### config.mk
export PLATFORM = sky130hd
export DESIGN_NAME = sdc_wb_arbiter
export DESIGN_NICKNAME = d
export VERILOG_FILES = /design/src/rtl/sdc_arb_pkg.sv /design/src/rtl/sdc_arb_watchdog.sv /design/src/rtl/sdc_wb_arbiter.sv
export SDC_FILE = /design/constraint.sdc
export NUM_CORES = 1
export LEC_CHECK = 0
export BUFFER_PORTS_ARGS = -buffer_cell sky130_fd_sc_hd__buf_2
export CORE_AREA = 4 4 128 130
export CTS_BUF_LIST = sky130_fd_sc_hd__clkbuf_2 sky130_fd_sc_hd__clkbuf_4 sky130_fd_sc_hd__clkbuf_8
export CTS_CLUSTER_DIAMETER = 30
export DETAILED_ROUTE_END_ITERATION = 6
export DIE_AREA = 0 0 132 134
export SLEW_MARGIN = 20
export SYNTH_ARGS = -nofsm -noshare
export SYNTH_HDL_FRONTEND = slang
export SYNTH_SLANG_ARGS = --single-unit
export TNS_END_PERCENT = 1
### constraint.sdc
create_clock -name wb_clk_i -period 3.8 [get_ports wb_clk_i]
set_input_delay 0.76 -clock wb_clk_i [delete_from_list [all_inputs] [get_ports wb_clk_i]]
set_output_delay 0.76 -clock wb_clk_i [all_outputs]
set_load 0.005 [all_outputs]
### src/rtl/sdc_arb_pkg.sv
// -----------------------------------------------------------------------------
// sdc_arb_pkg
// Shared definitions for the two-master Wishbone arbiter: arbiter state
// encoding, master count and Wishbone field widths.
// -----------------------------------------------------------------------------
package sdc_arb_pkg;

    localparam int NUM_MASTERS = 2;

    localparam int ADR_W  = 32;
    localparam int DAT_W  = 32;
    localparam int SEL_W  = 4;
    localparam int CTI_W  = 3;
    localparam int BTE_W  = 2;
    localparam int WDOG_W = 16;

    // state  | meaning
    // IDLE   | no owner, slave side parked at zero
    // OWN0   | master 0 owns the slave
    // OWN1   | master 1 owns the slave
    // ABORT  | watchdog fired, waiting for the aborted master to drop cyc
    typedef enum logic [1:0] {
        IDLE  = 2'd0,
        OWN0  = 2'd1,
        OWN1  = 2'd2,
        ABORT = 2'd3
    } arb_state_e;

endpackage

### src/rtl/sdc_arb_watchdog.sv
// -----------------------------------------------------------------------------
// sdc_arb_watchdog
// Ack-wait counter for the arbiter. Counts cycles while count_en is high,
// clears on clear, and flags expired when the count reaches TIMEOUT_CYCLES.
// Only instantiated when SDC_ARB_TIMEOUT_EN is defined.
//
// Ports
//   clk      : clock, rising edge
//   rst      : asynchronous active-high reset
//   count_en : owner is strobing and the slave has not responded
//   clear    : slave responded or the arbiter changes state
//   expired  : count equals TIMEOUT_CYCLES
// -----------------------------------------------------------------------------
module sdc_arb_watchdog
    import sdc_arb_pkg::*;
#(
    parameter int unsigned TIMEOUT_CYCLES = 255
) (
    input  logic clk,
    input  logic rst,
    input  logic count_en,
    input  logic clear,
    output logic expired
);

    logic [WDOG_W-1:0] count_q;

    assign expired = (count_q == WDOG_W'(TIMEOUT_CYCLES));

    // Saturate at the limit so a stalled clear can never wrap past it.
    always_ff @(posedge clk or posedge rst) begin
        if (rst) begin
            count_q <= '0;
        end else if (clear) begin
            count_q <= '0;
        end else if (count_en && !expired) begin
            count_q <= count_q + 1'b1;
        end
    end

endmodule

### src/rtl/sdc_wb_arbiter.sv
// -----------------------------------------------------------------------------
// sdc_wb_arbiter
// Two-master to one-slave Wishbone arbiter. A granted master keeps the slave
// for as long as it holds cyc (bursts are never split); ties from idle are
// resolved round-robin. The slave side is a combinational copy of the owner.
//
// Optional feature: define SDC_ARB_TIMEOUT_EN to build the ack-wait watchdog.
// When it expires the owner gets a one-cycle err, the slave strobe is dropped
// and the arbiter parks in ABORT until that master releases cyc.
//
// Ports
//   wb_clk_i, wb_rst_i         : clock, asynchronous active-high reset
//   m0_* / m1_* inputs          : master request (adr, dat, sel, we, cyc, stb,
//                                 cti, bte)
//   m0_* / m1_* outputs         : read data, ack, err back to each master
//   s_* outputs                 : shared slave request
//   s_dat_i, s_ack_i, s_err_i   : slave response
//   grant_o                     : one-hot owner, bit0 = m0, 00 when no owner
// -----------------------------------------------------------------------------
module sdc_wb_arbiter
    import sdc_arb_pkg::*;
#(
    parameter int unsigned TIMEOUT_CYCLES = 255
) (
    input  logic                   wb_clk_i,
    input  logic                   wb_rst_i,

    input  logic [ADR_W-1:0]       m0_adr_i,
    input  logic [DAT_W-1:0]       m0_dat_i,
    input  logic [SEL_W-1:0]       m0_sel_i,
    input  logic                   m0_we_i,
    input  logic                   m0_cyc_i,
    input  logic                   m0_stb_i,
    input  logic [CTI_W-1:0]       m0_cti_i,
    input  logic [BTE_W-1:0]       m0_bte_i,
    output logic [DAT_W-1:0]       m0_dat_o,
    output logic                   m0_ack_o,
    output logic                   m0_err_o,

    input  logic [ADR_W-1:0]       m1_adr_i,
    input  logic [DAT_W-1:0]       m1_dat_i,
    input  logic [SEL_W-1:0]       m1_sel_i,
    input  logic                   m1_we_i,
    input  logic                   m1_cyc_i,
    input  logic                   m1_stb_i,
    input  logic [CTI_W-1:0]       m1_cti_i,
    input  logic [BTE_W-1:0]       m1_bte_i,
    output logic [DAT_W-1:0]       m1_dat_o,
    output logic                   m1_ack_o,
    output logic                   m1_err_o,

    output logic [ADR_W-1:0]       s_adr_o,
    output logic [DAT_W-1:0]       s_dat_o,
    output logic [SEL_W-1:0]       s_sel_o,
    output logic                   s_we_o,
    output logic                   s_cyc_o,
    output logic                   s_stb_o,
    output logic [CTI_W-1:0]       s_cti_o,
    output logic [BTE_W-1:0]       s_bte_o,
    input  logic [DAT_W-1:0]       s_dat_i,
    input  logic                   s_ack_i,
    input  logic                   s_err_i,

    output logic [NUM_MASTERS-1:0] grant_o
);

    arb_state_e state_q, state_d;
    logic       last_grant_q, last_grant_d;   // 0 = m0 won the last tie, 1 = m1
    logic       owning;
    logic       timeout_hit;

    assign owning = (state_q == OWN0) || (state_q == OWN1);

`ifdef SDC_ARB_TIMEOUT_EN
    logic abort_owner_q;                      // master that was aborted, 1 = m1
    logic owner_stb;
    logic wd_count_en;
    logic wd_clear;
    logic wd_expired;

    assign owner_stb   = (state_q == OWN0) ? m0_stb_i :
                         (state_q == OWN1) ? m1_stb_i : 1'b0;
    assign wd_count_en = owner_stb && !s_ack_i && !s_err_i;
    assign wd_clear    = s_ack_i || s_err_i || (state_d != state_q);
    assign timeout_hit = owning && wd_expired;

    sdc_arb_watchdog #(
        .TIMEOUT_CYCLES (TIMEOUT_CYCLES)
    ) u_watchdog (
        .clk      (wb_clk_i),
        .rst      (wb_rst_i),
        .count_en (wd_count_en),
        .clear    (wd_clear),
        .expired  (wd_expired)
    );

    always_ff @(posedge wb_clk_i or posedge wb_rst_i) begin
        if (wb_rst_i) begin
            abort_owner_q <= 1'b0;
        end else if (timeout_hit) begin
            abort_owner_q <= (state_q == OWN1);
        end
    end
`else
    assign timeout_hit = 1'b0;
`endif

    always_ff @(posedge wb_clk_i or posedge wb_rst_i) begin
        if (wb_rst_i) begin
            state_q      <= IDLE;
            last_grant_q <= 1'b1;
        end else begin
            state_q      <= state_d;
            last_grant_q <= last_grant_d;
        end
    end

    always_comb begin
        state_d      = state_q;
        last_grant_d = last_grant_q;
        case (state_q)
            IDLE: begin
                if (m0_cyc_i && m1_cyc_i) begin
                    if (last_grant_q) begin
                        state_d      = OWN0;
                        last_grant_d = 1'b0;
                    end else begin
                        state_d      = OWN1;
                        last_grant_d = 1'b1;
                    end
                end else if (m0_cyc_i) begin
                    state_d = OWN0;
                end else if (m1_cyc_i) begin
                    state_d = OWN1;
                end
            end
            OWN0: begin
                if (timeout_hit) begin
                    state_d = ABORT;
                end else if (!m0_cyc_i) begin
                    state_d = m1_cyc_i ? OWN1 : IDLE;
                end
            end
            OWN1: begin
                if (timeout_hit) begin
                    state_d = ABORT;
                end else if (!m1_cyc_i) begin
                    state_d = m0_cyc_i ? OWN0 : IDLE;
                end
            end
            ABORT: begin
`ifdef SDC_ARB_TIMEOUT_EN
                if (abort_owner_q ? !m1_cyc_i : !m0_cyc_i) begin
                    state_d = IDLE;
                end
`else
                state_d = IDLE;
`endif
            end
            default: state_d = IDLE;
        endcase
    end

    // Read data fans out to both masters; only ack/err qualify it.
    assign m0_dat_o = s_dat_i;
    assign m1_dat_o = s_dat_i;
    assign grant_o  = {state_q == OWN1, state_q == OWN0};

    always_comb begin
        s_adr_o  = '0;
        s_dat_o  = '0;
        s_sel_o  = '0;
        s_we_o   = 1'b0;
        s_cyc_o  = 1'b0;
        s_stb_o  = 1'b0;
        s_cti_o  = '0;
        s_bte_o  = '0;
        m0_ack_o = 1'b0;
        m0_err_o = 1'b0;
        m1_ack_o = 1'b0;
        m1_err_o = 1'b0;
        case (state_q)
            OWN0: begin
                s_adr_o  = m0_adr_i;
                s_dat_o  = m0_dat_i;
                s_sel_o  = m0_sel_i;
                s_we_o   = m0_we_i;
                s_cyc_o  = m0_cyc_i && !timeout_hit;
                s_stb_o  = m0_stb_i && !timeout_hit;
                s_cti_o  = m0_cti_i;
                s_bte_o  = m0_bte_i;
                m0_ack_o = s_ack_i && !timeout_hit;
                m0_err_o = s_err_i || timeout_hit;
            end
            OWN1: begin
                s_adr_o  = m1_adr_i;
                s_dat_o  = m1_dat_i;
                s_sel_o  = m1_sel_i;
                s_we_o   = m1_we_i;
                s_cyc_o  = m1_cyc_i && !timeout_hit;
                s_stb_o  = m1_stb_i && !timeout_hit;
                s_cti_o  = m1_cti_i;
                s_bte_o  = m1_bte_i;
                m1_ack_o = s_ack_i && !timeout_hit;
                m1_err_o = s_err_i || timeout_hit;
            end
            default: begin
            end
        endcase
    end

endmodule

==> summary.txt <==
Floorplan
  – Die Y-Extent: 134 um
  – Initial standard-cell utilization of the core: about an eighth
  – Row Count: 45
  – Placeable Area: 0.01515 sq mm
  – Top-level I/O count: roughly 330
  – Die Footprint: roughly 0.018 sq mm
  – Horizontal extent of the die: 132 um

Clock network
  – Cell at the root of the clock tree: sky130_fd_sc_hd__clkbuf_8
  – TritonCTS clock tree: yes
  – Total of cells resized after clock tree synthesis: 0
  – CTS sink count: 3
  – Clock buffers created by TritonCTS: 3
  – Clock insertion delay at the later pin of the skew report: 0.21 ns
  – Clock transition time at the flip-flop clock pins of the worst setup and hold paths: 0.03 ns
  – Clock Tree Buf Depth: 2
  – Depth of the CTS H-tree: 1
  – Buffers inserted by post-CTS timing repair: 0
  – Hold buffer count at CTS: 0

Finish
  – Net count, final: 616
  – Antenna diode count: 0
  – Relative area change from synthesis to final layout: 47.63%
  – Number of cells in the finished layout apart from fillers: 610
  – Share of cells above drive strength 1: roughly three fifths
  – Final Instance Area: 0.002846 sq mm

Timing
  – Period minus WS final: between 2 and 3 ns
  – Number of slew-limit violations in the final report: 0
  – Worst rel slew slack: 59.32%
  – Fmax: between 300 and 400 MHz
  – Final worst clock skew: 0.0002710 ns
  – Final-report hold violation count: 0
  – Setup ws final: between 0.9 and 1 ns
  – Setup total negative slack: 0 ns
  – Final-report setup violation count: 0
  – Setup repair after global routing missed its margin: false
  – Slew @ Worst Pin: 0.6103 ns
  – Final critical-path share of the clock period: 74.97%

Setup path
  – Startpoint class of the critical path: flop
  – Length in cells of the worst reg-to-reg path: 6
  – Critical Setup Path Class: reg2out
  – Data arrival time of the worst path: ~2.1 ns
  – Startpoint of the worst register-to-register path: state_q[0]
  – Startpoint of the worst setup timing path: state_q[0]
  – Critical path fanouts, max: 50
  – Sort of element at the end of the critical path: output port
  – Worst reg-to-reg setup slack: roughly 1.7 ns
  – Worst path required time: 3.04 ns
  – Worst r2r dst: state_q[1]
  – End point of the critical path: s_cyc_o

Synth
  – Synthesized area per cell: 7.221 sq um
  – Seq cells post-synth: 3
  – Library cell with the largest summed area after synthesis: sky130_fd_sc_hd__a22oi_1
  – Fraction of synthesized cell area taken by the top area cell type: around 29%
  – Synthesis Warnings: 0
  – Sequential cell area fraction in the yosys report: 3.958%
  – Leading post-synthesis cells by cell area: sky130_fd_sc_hd__a22oi_1 (29%), sky130_fd_sc_hd__buf_4 (25%), sky130_fd_sc_hd__nor2b_1 (24%), sky130_fd_sc_hd__ha_1 (3.2%), sky130_fd_sc_hd__buf_2 (2.6%)
  – Mapped cell area: roughly 0.0019 sq mm
  – Number of unique standard cell types used by synthesis: 24
  – Gate count after technology mapping: between 200 and 300
  – Syn nets: 460

Detailed routing
  – Wire length on met2: 4276 um
  – Wire length reported by the detailed router: 8494 um
  – Vias: around 2.5k
  – Highest metal layer with signal wires: met5
  – Post-route ant nets: 0
  – Post-route DRC violation count: 0
  – Number of DRC markers after the initial detailed-route iteration: 66
  – DR vias/cell: 4.097
  – M1 wire length: a little over 3000 um
  – Drt wl/cell: between 10 and 15 um
  – Met3 wirelength from detailed routing: 932 um
  – Number of optimization iterations in the first detailed-route pass: 4

Power
  – Part of the power in combinational logic: 90.6%
  – Net Sw Frac: a little under half
  – Clk pwr share: 5.6%
  – Part of the total power dissipated in sequential elements: 3.7%
  – Total net switching power: 0.8101 mW
  – Internal power summed over all cells: 0.9168 mW
  – Leakage power total: 1.475 nW
  – Cell area power density: 606.7 mW/mm^2
  – Highest ir drop seen on vdd: 0.3452 mV

GRT
  – Total overflow reported by the global router: 0
  – Number of antenna violations at the first check in global routing: 2
  – Largest net degree at the start of global routing: a little under 80
  – Global-route wire length before repair: 12780 um
  – Total Routing Usage GR: 8.643%
  – Via count of the first global-routing pass: ~2.6k

Hold path
  – Worst min path class: in2async

Placed design
  – Placement Setup Slack: 1.165 ns
  – IO Port Bufs: 237
  – Post-detail-place hpwl: 7041 um
  – Instance count after placement with tap cells included: slightly above 600
  – Placed Area: 0.002798 sq mm
  – Last weighted congestion value of the routability-driven placer: approximately 0.75

Outcome
  – Status: finished, final reports clean

Flow run
  – Reported max-cap violation count: 0
-- metrics by stage --
| step | hold WS (ns) | util (%) | power (mW) |
|---|---|---|---|
| floorplan | 0.4666 | - | 1.146 |
| global placement | 0.4781 | 18.47 | 1.639 |
| detailed placement | 0.5054 | 18.47 | 1.643 |
| CTS | 0.4132 | 18.79 | 1.749 |
| global route | 0.4162 | 18.79 | 1.910 |
| finish | 0.4105 | 18.79 | 1.727 |
-- worst min-delay path by stage --
stage,startpoint,slack [ns],endpoint
4_1_cts,wb_rst_i,0.41,state_q[1]
3_5_place_dp,last_grant_q,0.51,last_grant_q
3_3_place_gp,last_grant_q,0.48,last_grant_q
5_1_grt,wb_rst_i,0.42,state_q[1]
6_report,wb_rst_i,0.41,state_q[0]
2_1_floorplan,last_grant_q,0.47,last_grant_q
-- metal layers --
metal  up-vias  GRT usage, %
met2       187         16.82
met3        39         2.626
met4         2         2.975
li1       1182             -
met1      1089         8.686
met5         -             0
-- flip-flops by register name, summed over array words and instances (netlist names) --
| name | count |
|---|---|
| last_grant_q | 1 |
| state_q | 2 |
-- cell type report --
class	count	area, sq um
clock buffers	4	48.80
fillers	1714	12300
inverters	3	11.26
multi-input cells	172	1241
flip-flops and latches	3	76.32
well taps	188	235.2
repair buffers	240	1234
-- power groups by stage --
stage                     registers (mW)  logic, mW  clock network (mW)
after detailed placement          0.0658       1.58                   0
after CTS                         0.0655       1.58               0.100
after floorplan                   0.0607       1.09                   0
after global placement            0.0632       1.58                   0
final                             0.0645       1.57              0.0974
after global routing              0.0676       1.74               0.104
-- cell usage after synthesis, drive strengths merged --
library cell   n
buf           77
a22oi         76
nor2b         75
clkbuf        12
ha             5
and2           4
inv            3
a31oi          2
dfrtp          2
a21boi         1
a21oi          1
and2b          1
and3b          1
dfstp          1
mux2           1
mux2i          1
nand2b         1
nand3          1
nor2           1
xnor2          1
-- worst max-delay path: stages (launching register included) --
cell,delay [ns]
sky130_fd_sc_hd__dfrtp_1,0.37
sky130_fd_sc_hd__inv_1,0.16
sky130_fd_sc_hd__ha_2,0.57
sky130_fd_sc_hd__buf_12,0.29
sky130_fd_sc_hd__a22oi_2,0.12
sky130_fd_sc_hd__and2b_1,0.22
sky130_fd_sc_hd__buf_2,0.12
-- kinds of logic after synthesis --
| family | after synthesis | synth area share [%] |
|---|---|---|
| flip-flops | 3 | 3.959 |
| buffers and inverters | 92 | 32.06 |
| AO/OA/AOI/OAI | 80 | 31.73 |
| adder cells (fa/ha/maj) | 5 | 3.245 |
| AND/OR/NAND/NOR | 84 | 27.25 |
| XOR/XNOR | 1 | 0.4543 |
| multiplexers | 2 | 1.298 |
-- cells in the final DEF (no fill, tap or decap) --
cell                       count
sky130_fd_sc_hd__a22oi_1      75
sky130_fd_sc_hd__dfrtp_1       2
sky130_fd_sc_hd__clkbuf_4      1
sky130_fd_sc_hd__a21oi_1       1
sky130_fd_sc_hd__buf_2       237
sky130_fd_sc_hd__xnor2_1       1
sky130_fd_sc_hd__and2b_1       1
sky130_fd_sc_hd__nand3_1       1
sky130_fd_sc_hd__a21boi_4      1
sky130_fd_sc_hd__mux2i_1       1
sky130_fd_sc_hd__clkbuf_8      3
sky130_fd_sc_hd__a22oi_2       1
sky130_fd_sc_hd__ha_1          2
sky130_fd_sc_hd__and3b_1       1
sky130_fd_sc_hd__nand2b_1      1
sky130_fd_sc_hd__a31oi_1       2
sky130_fd_sc_hd__mux2_4        1
sky130_fd_sc_hd__nor2b_1      75
sky130_fd_sc_hd__and2_1        4
sky130_fd_sc_hd__ha_2          3
sky130_fd_sc_hd__inv_1         3
sky130_fd_sc_hd__nor2_1        1
sky130_fd_sc_hd__buf_4         1
sky130_fd_sc_hd__buf_12        2
sky130_fd_sc_hd__dfstp_2       1
Note: power is estimated with default switching activity, not from simulation.
